===== src/rtl/ehl_tap_pkg.sv =====
// ehl_tap_pkg: TAP controller state encodings and instruction code helpers.
// Shared by ehl_tap_fsm and ehl_tap_mc.
package ehl_tap_pkg;

    // 4-bit TAP state encoding. All 16 codes are used.
    localparam logic [3:0] ST_TLR      = 4'hF;
    localparam logic [3:0] ST_RTI      = 4'hC;
    localparam logic [3:0] ST_SEL_DR   = 4'h7;
    localparam logic [3:0] ST_CAP_DR   = 4'h6;
    localparam logic [3:0] ST_SH_DR    = 4'h2;
    localparam logic [3:0] ST_EX1_DR   = 4'h1;
    localparam logic [3:0] ST_PAUSE_DR = 4'h3;
    localparam logic [3:0] ST_EX2_DR   = 4'h0;
    localparam logic [3:0] ST_UPD_DR   = 4'h5;
    localparam logic [3:0] ST_SEL_IR   = 4'h4;
    localparam logic [3:0] ST_CAP_IR   = 4'hE;
    localparam logic [3:0] ST_SH_IR    = 4'hA;
    localparam logic [3:0] ST_EX1_IR   = 4'h9;
    localparam logic [3:0] ST_PAUSE_IR = 4'hB;
    localparam logic [3:0] ST_EX2_IR   = 4'h8;
    localparam logic [3:0] ST_UPD_IR   = 4'hD;

    // Instruction codes as a function of the IR width.
    function automatic int unsigned bypass_code(input int unsigned w);
        return (32'd1 << w) - 32'd1;
    endfunction

    function automatic int unsigned usercode_code(input int unsigned w);
        return (32'd1 << w) - 32'd2;
    endfunction

    function automatic int unsigned idcode_code(input int unsigned w);
        return (w > 0) ? 32'd1 : 32'd0;
    endfunction

    function automatic int unsigned tdr_base_code(input int unsigned w);
        return (w > 0) ? 32'd2 : 32'd0;
    endfunction

endpackage


===== src/rtl/ehl_tap_fsm.sv =====
// ehl_tap_fsm: 16-state JTAG TAP controller state register and decodes.
module ehl_tap_fsm
    import ehl_tap_pkg::*;
(
    input  logic tck,
    input  logic trst,
    input  logic tms,
    output logic shift_dr,
    output logic shift_ir,
    output logic capture_dr,
    output logic capture_ir,
    output logic update_dr,
    output logic update_ir,
    output logic reset_state,
    output logic run_idle
);

    logic [3:0] state_q, state_d;

    // Next-state logic following the standard TAP diagram.
    always_comb begin
        state_d = ST_TLR;
        case (state_q)
            ST_TLR:      state_d = tms ? ST_TLR    : ST_RTI;
            ST_RTI:      state_d = tms ? ST_SEL_DR : ST_RTI;
            ST_SEL_DR:   state_d = tms ? ST_SEL_IR : ST_CAP_DR;
            ST_CAP_DR:   state_d = tms ? ST_EX1_DR : ST_SH_DR;
            ST_SH_DR:    state_d = tms ? ST_EX1_DR : ST_SH_DR;
            ST_EX1_DR:   state_d = tms ? ST_UPD_DR : ST_PAUSE_DR;
            ST_PAUSE_DR: state_d = tms ? ST_EX2_DR : ST_PAUSE_DR;
            ST_EX2_DR:   state_d = tms ? ST_UPD_DR : ST_SH_DR;
            ST_UPD_DR:   state_d = tms ? ST_SEL_DR : ST_RTI;
            ST_SEL_IR:   state_d = tms ? ST_TLR    : ST_CAP_IR;
            ST_CAP_IR:   state_d = tms ? ST_EX1_IR : ST_SH_IR;
            ST_SH_IR:    state_d = tms ? ST_EX1_IR : ST_SH_IR;
            ST_EX1_IR:   state_d = tms ? ST_UPD_IR : ST_PAUSE_IR;
            ST_PAUSE_IR: state_d = tms ? ST_EX2_IR : ST_PAUSE_IR;
            ST_EX2_IR:   state_d = tms ? ST_UPD_IR : ST_SH_IR;
            ST_UPD_IR:   state_d = tms ? ST_SEL_DR : ST_RTI;
            default:     state_d = ST_TLR;
        endcase
    end

    // State register; trst forces Test-Logic-Reset.
    always_ff @(posedge tck) begin
        if (trst) state_q <= ST_TLR;
        else      state_q <= state_d;
    end

    assign shift_dr    = (state_q == ST_SH_DR);
    assign shift_ir    = (state_q == ST_SH_IR);
    assign capture_dr  = (state_q == ST_CAP_DR);
    assign capture_ir  = (state_q == ST_CAP_IR);
    assign update_dr   = (state_q == ST_UPD_DR);
    assign update_ir   = (state_q == ST_UPD_IR);
    assign reset_state = (state_q == ST_TLR);
    assign run_idle    = (state_q == ST_RTI);

endmodule


===== src/rtl/ehl_tap_mc.sv =====
// ehl_tap_mc: JTAG TAP with IR, BYPASS, optional IDCODE and external TDR
// channels. Define EHL_TAP_USERCODE_EN to add the USERCODE data register.
module ehl_tap_mc
    import ehl_tap_pkg::*;
#(
    parameter int unsigned IR_WIDTH = 4,
    parameter int unsigned TDR_CNT  = 2,
    parameter logic [31:0] ID       = 32'h0,
    parameter logic [31:0] USERCODE = 32'h0
) (
    input  logic                tck,
    input  logic                trst,
    input  logic                tms,
    input  logic                tdi,
    output logic                tdo,
    output logic                tdo_en,
    output logic                shift_dr,
    output logic                capture_dr,
    output logic                update_dr,
    output logic                reset_state,
    output logic                run_idle,
    output logic [TDR_CNT-1:0]  tdr_sel,
    input  logic [TDR_CNT-1:0]  tdr_in,
    output logic [IR_WIDTH-1:0] instruction
);

    localparam logic                HAS_ID   = ID[0];
    localparam logic [IR_WIDTH-1:0] C_BYPASS = IR_WIDTH'(bypass_code(IR_WIDTH));
    localparam logic [IR_WIDTH-1:0] C_IDCODE = IR_WIDTH'(idcode_code(IR_WIDTH));
    localparam logic [IR_WIDTH-1:0] C_RESET  = HAS_ID ? C_IDCODE : C_BYPASS;
    localparam logic [IR_WIDTH-1:0] IR_CAP   = IR_WIDTH'(2'b01);

    // A non-zero ID without the presence bit is a configuration error.
    if (!ID[0] && (ID[31:1] != 31'h0)) begin : g_bad_id
        $fatal(1, "ehl_tap_mc: ID[0]=0 with non-zero ID[31:1]");
    end

    logic shift_ir, capture_ir, update_ir;

    ehl_tap_fsm u_fsm (
        .tck         (tck),
        .trst        (trst),
        .tms         (tms),
        .shift_dr    (shift_dr),
        .shift_ir    (shift_ir),
        .capture_dr  (capture_dr),
        .capture_ir  (capture_ir),
        .update_dr   (update_dr),
        .update_ir   (update_ir),
        .reset_state (reset_state),
        .run_idle    (run_idle)
    );

    logic [IR_WIDTH-1:0] ir_sr_q, instr_q;
    logic                bypass_q, tdo_q, tdo_en_q, dr_bit;
    logic [31:0]         id_sr_q;
    logic                id_sel;

    assign id_sel = HAS_ID && (instr_q == C_IDCODE);

    // One-hot TDR select decoded straight from the instruction.
    for (genvar k = 0; k < TDR_CNT; k++) begin : g_sel
        assign tdr_sel[k] = (instr_q == IR_WIDTH'(tdr_base_code(IR_WIDTH) + k));
    end

    // IR shift register: capture 01 pattern, shift tdi in at the MSB.
    always_ff @(posedge tck) begin
        if (trst)            ir_sr_q <= IR_CAP;
        else if (capture_ir) ir_sr_q <= IR_CAP;
        else if (shift_ir)   ir_sr_q <= {tdi, ir_sr_q[IR_WIDTH-1:1]};
    end

    // Active instruction, updated on the falling edge.
    always_ff @(negedge tck) begin
        if (trst || reset_state) instr_q <= C_RESET;
        else if (update_ir)      instr_q <= ir_sr_q;
    end

    // Bypass bit; it is also the fallback for every unmapped code.
    always_ff @(posedge tck) begin
        if (trst)            bypass_q <= 1'b0;
        else if (capture_dr) bypass_q <= 1'b0;
        else if (shift_dr)   bypass_q <= tdi;
    end

    // IDCODE shift register, only moves while IDCODE is selected.
    always_ff @(posedge tck) begin
        if (trst)                      id_sr_q <= '0;
        else if (id_sel && capture_dr) id_sr_q <= ID;
        else if (id_sel && shift_dr)   id_sr_q <= {tdi, id_sr_q[31:1]};
    end

`ifdef EHL_TAP_USERCODE_EN
    localparam logic [IR_WIDTH-1:0] C_USER = IR_WIDTH'(usercode_code(IR_WIDTH));
    logic        uc_sel;
    logic [31:0] uc_sr_q;
    assign uc_sel = (instr_q == C_USER);

    // USERCODE shift register, same shifting as IDCODE.
    always_ff @(posedge tck) begin
        if (trst)                      uc_sr_q <= '0;
        else if (uc_sel && capture_dr) uc_sr_q <= USERCODE;
        else if (uc_sel && shift_dr)   uc_sr_q <= {tdi, uc_sr_q[31:1]};
    end
`endif

    // Data-register serial output chosen by the active instruction.
    always_comb begin
        dr_bit = bypass_q;
        if (id_sel) dr_bit = id_sr_q[0];
`ifdef EHL_TAP_USERCODE_EN
        if (uc_sel) dr_bit = uc_sr_q[0];
`endif
        for (int k = 0; k < TDR_CNT; k++)
            if (tdr_sel[k]) dr_bit = tdr_in[k];
    end

    // tdo and its enable launch on the falling edge; tdo holds outside shifts.
    always_ff @(negedge tck) begin
        if (trst) begin
            tdo_q    <= 1'b0;
            tdo_en_q <= 1'b0;
        end else begin
            tdo_en_q <= shift_ir | shift_dr;
            if (shift_ir)      tdo_q <= ir_sr_q[0];
            else if (shift_dr) tdo_q <= dr_bit;
        end
    end

    assign tdo         = tdo_q;
    assign tdo_en      = tdo_en_q;
    assign instruction = instr_q;

endmodule


===== config.mk =====
export PLATFORM = sky130hd
export DESIGN_NAME = ehl_tap_mc
export DESIGN_NICKNAME = d
export VERILOG_FILES = /design/src/rtl/ehl_tap_pkg.sv /design/src/rtl/ehl_tap_fsm.sv /design/src/rtl/ehl_tap_mc.sv
export SDC_FILE = /design/constraint.sdc
export NUM_CORES = 1
export LEC_CHECK = 0
export CORE_MARGIN = 2
export CORE_UTILIZATION = 41
export DETAILED_ROUTE_END_ITERATION = 16
export GPL_TIMING_DRIVEN = 0
export PLACE_DENSITY_LB_ADDON = 0.15
export SLEW_MARGIN = 20
export SYNTH_ARGS = -nofsm -noshare
export SYNTH_HDL_FRONTEND = slang
export SYNTH_SLANG_ARGS = --single-unit

===== constraint.sdc =====
create_clock -name tck -period 1.49 [get_ports tck]
set_clock_uncertainty 0.15 [all_clocks]
set_input_delay 0.2235 -clock tck [delete_from_list [all_inputs] [get_ports tck]]
set_output_delay 0.2235 -clock tck [all_outputs]
set_load 0.02 [all_outputs]

==> results.ini <==
[run_status]
status = complete, but fails checks
violations = setup timing

[floorplan]
ios = 19
rows = 15
coreArea_um2 = 1710
design.die.area_um2 = 2140
die_w_um = 46.3
start_util_pct = 42.9
dieHeight_um = 46.3

[layout]
multi_input_area_um2 = 533
final_common_cell = buf_6
seqCellArea_um2 = 330
utilization_pct = 77.0
area_growth_syn_to_layout_pct = 79.4
fillCellCount = 114
n_antenna_cell = 0
drive_gt1_share_pct = 53.7
most-common-layout-cells = buf_6 (17), inv_1 (8), dfxtp_4 (7), buf_4 (7), o21ai_1 (6)
fin_nets = 130
postLayoutCellArea_um2 = 1320

[detailed_routing]
drc = 0
vias = 736
viasPerCell = 4.97
drt_iter0_drc = 2
wl_um = 1980
drtPass1Iterations = 3
wl_per_cell_um = 13.4
ant_nets = 0

[synthesis]
ys_types = 29
yosys_warnings = 0
yosysSeqAreaShare_pct = 41.0
ys_seq_elements = 15
syn_inst = 87
synth_area_leaders = dfxtp_1 (41%), nor3_1 (6.8%), mux2i_1 (4.1%), o21ai_1 (4.1%), mux2_4 (4.1%)
syn_nets = 93
netlist_area_um2 = 733
syn_avg_cell_area_um2 = 8.43
synth_top_cell_area_share_pct = 41.0
synth_area_leader_cell = dfxtp_1

[global_route]
grt_pass1_vias = 680
grt_antenna_before_repair = 0
grt_pass1_wl_um = 2970
grt_usage_pct = 20.7
grt_start_max_net_pins = 11
overflow = 0

[clock_tree]
cts_buffer_depth = 2
cts_buffers = 3
cts_max_level = 1
clkLatencyLatePin_ns = 0.36
clk_pin_slew_ns = 0.10
cts_root_buf = clkbuf_4
clock_sinks = 15
tritoncts = yes

[pwr]
leakagePower_nw = 0.570
power_density_nw_per_um2 = 1020
ir_worst_vdd_mv = 0.799

[timing]
final-hold-violation-count = 0
layout_setup_ws_ns = -0.814
tns_ns = -6.98
maxSlewHeadroom_pct = 79.6
worstMarginPinSlew_ns = 0.305
setup_viol = 18
rsz0062_at_grt = yes
slew_violations = 0

[placement]
dpl.hpwl_um = 1200
globalplace.congestion = 0.757
port_buffers = 18
placed_area_um2 = 1020

[setup_path]
required_ns = 1.12
cp_data_arrival_time_ns = 1.93
slowest_delay_ns = 0.35
crit_path_start_kind = flop
rrSetupSlack_ns = -0.43
worstPathCellList = nor3b_4 > and2b_2 > buf_6
criticalPathCategory = flop to output pin
crit_path_max_fanout = 3
end_kind = output pin
slowest_stage = dfxtp_4

[min_path]
hold_class = input pin to flop

[flow_run]
max_cap_viol_count = 0

what timing repair did:
item | CTS | global route
pin swaps | 9 | 8
resized for setup | 103 | 19
hold buffers | 0 | 0
buffers inserted | 8 | 2
endpoints found under the setup margin | 19 | 21
state kept, by name, summed over array words and instances, names as in the netlist:
| register | cells |
|---|---|
| ir_sr_q | 4 |
| tdo_en | 1 |
| u_fsm.state_q | 4 |
| tdo | 1 |
| instruction | 4 |
| bypass_q | 1 |
layout make-up:
class	count	area share, %
Inverter	4	1.14
Tap cell	25	2.38
Timing Repair Buffer	27	20.4
Clock buffer	3	1.71
Clock inverter	7	4.00
Multi-Input combinational cell	63	40.5
Buffer	4	4.76
Sequential cell	15	25.1
metrics by stage:
step           total power [mW]  cells  hold slack [ns]  setup WS (ns)
4_1_cts                    1.28    147            0.264         -0.813
3_5_place_dp              0.763    130            0.317         -0.957
5_1_grt                    1.40    148            0.274         -0.865
6_report                   1.34    148            0.255         -0.814
2_1_floorplan             0.677     87            0.143         -0.469
3_3_place_gp              0.759    130            0.309         -0.956
synthesized netlist by cell type, drive strengths merged:
cell type,instances
a21boi,1
a21oi,3
a22o,1
a311o,1
a31oi,1
a32o,1
and2,1
and2b,1
and3,1
buf,4
dfxtp,15
inv,5
mux2,2
mux2i,3
nand2,8
nand2b,2
nand3,1
nand3b,1
nor2,7
nor2b,3
nor3,10
nor3b,2
nor4,1
o21a,1
o21ai,8
or3b,3
worst max-delay path, delay by kind of cell (launching register included):
kind          cells  cell delay (ns)
simple gates      2             0.36
buf+inv           1             0.11
flops             1             0.35
path summary, 6_finish.rpt:
check	startpoint	endpoint	cells after the start
setup reg to reg	u_fsm.state_q[2]	tdo	4
hold / removal	trst	bypass_q	2
hold reg to reg	ir_sr_q[1]	ir_sr_q[1]	2
setup / recovery	instruction[3]	tdr_sel[0]	3
per-layer routing:
layer / vias up / share of wire [%] / global-route usage [%]
li1: 378 / - / -
met1: 331 / 43 / 23.8
met2: 21 / 50 / 33.9
met3: 6 / 4.5 / 7.06
met4: 0 / 2.1 / 10.3
met5: - / 0 / 0
where the power goes:
group	total (mW)	leakage, nW	internal, mW	switching (mW)
combinational	0.395	0.388	0.199	0.196
sequential	0.459	0.123	0.427	0.0325
clock	0.490	0.0599	0.293	0.197
total	1.34	0.570	0.919	0.425
cell families (layout without fill, tap and decap cells):
logic type,after synthesis,after routing,share of synthesized area [%]
AO/OA/AOI/OAI,17,17,14.3
flip-flops,15,15,41.0
multiplexers,5,5,8.19
buffers and inverters,9,45,5.29
AND/OR/NAND/NOR,41,41,31.2
Note: power is estimated with default switching activity, not from simulation.
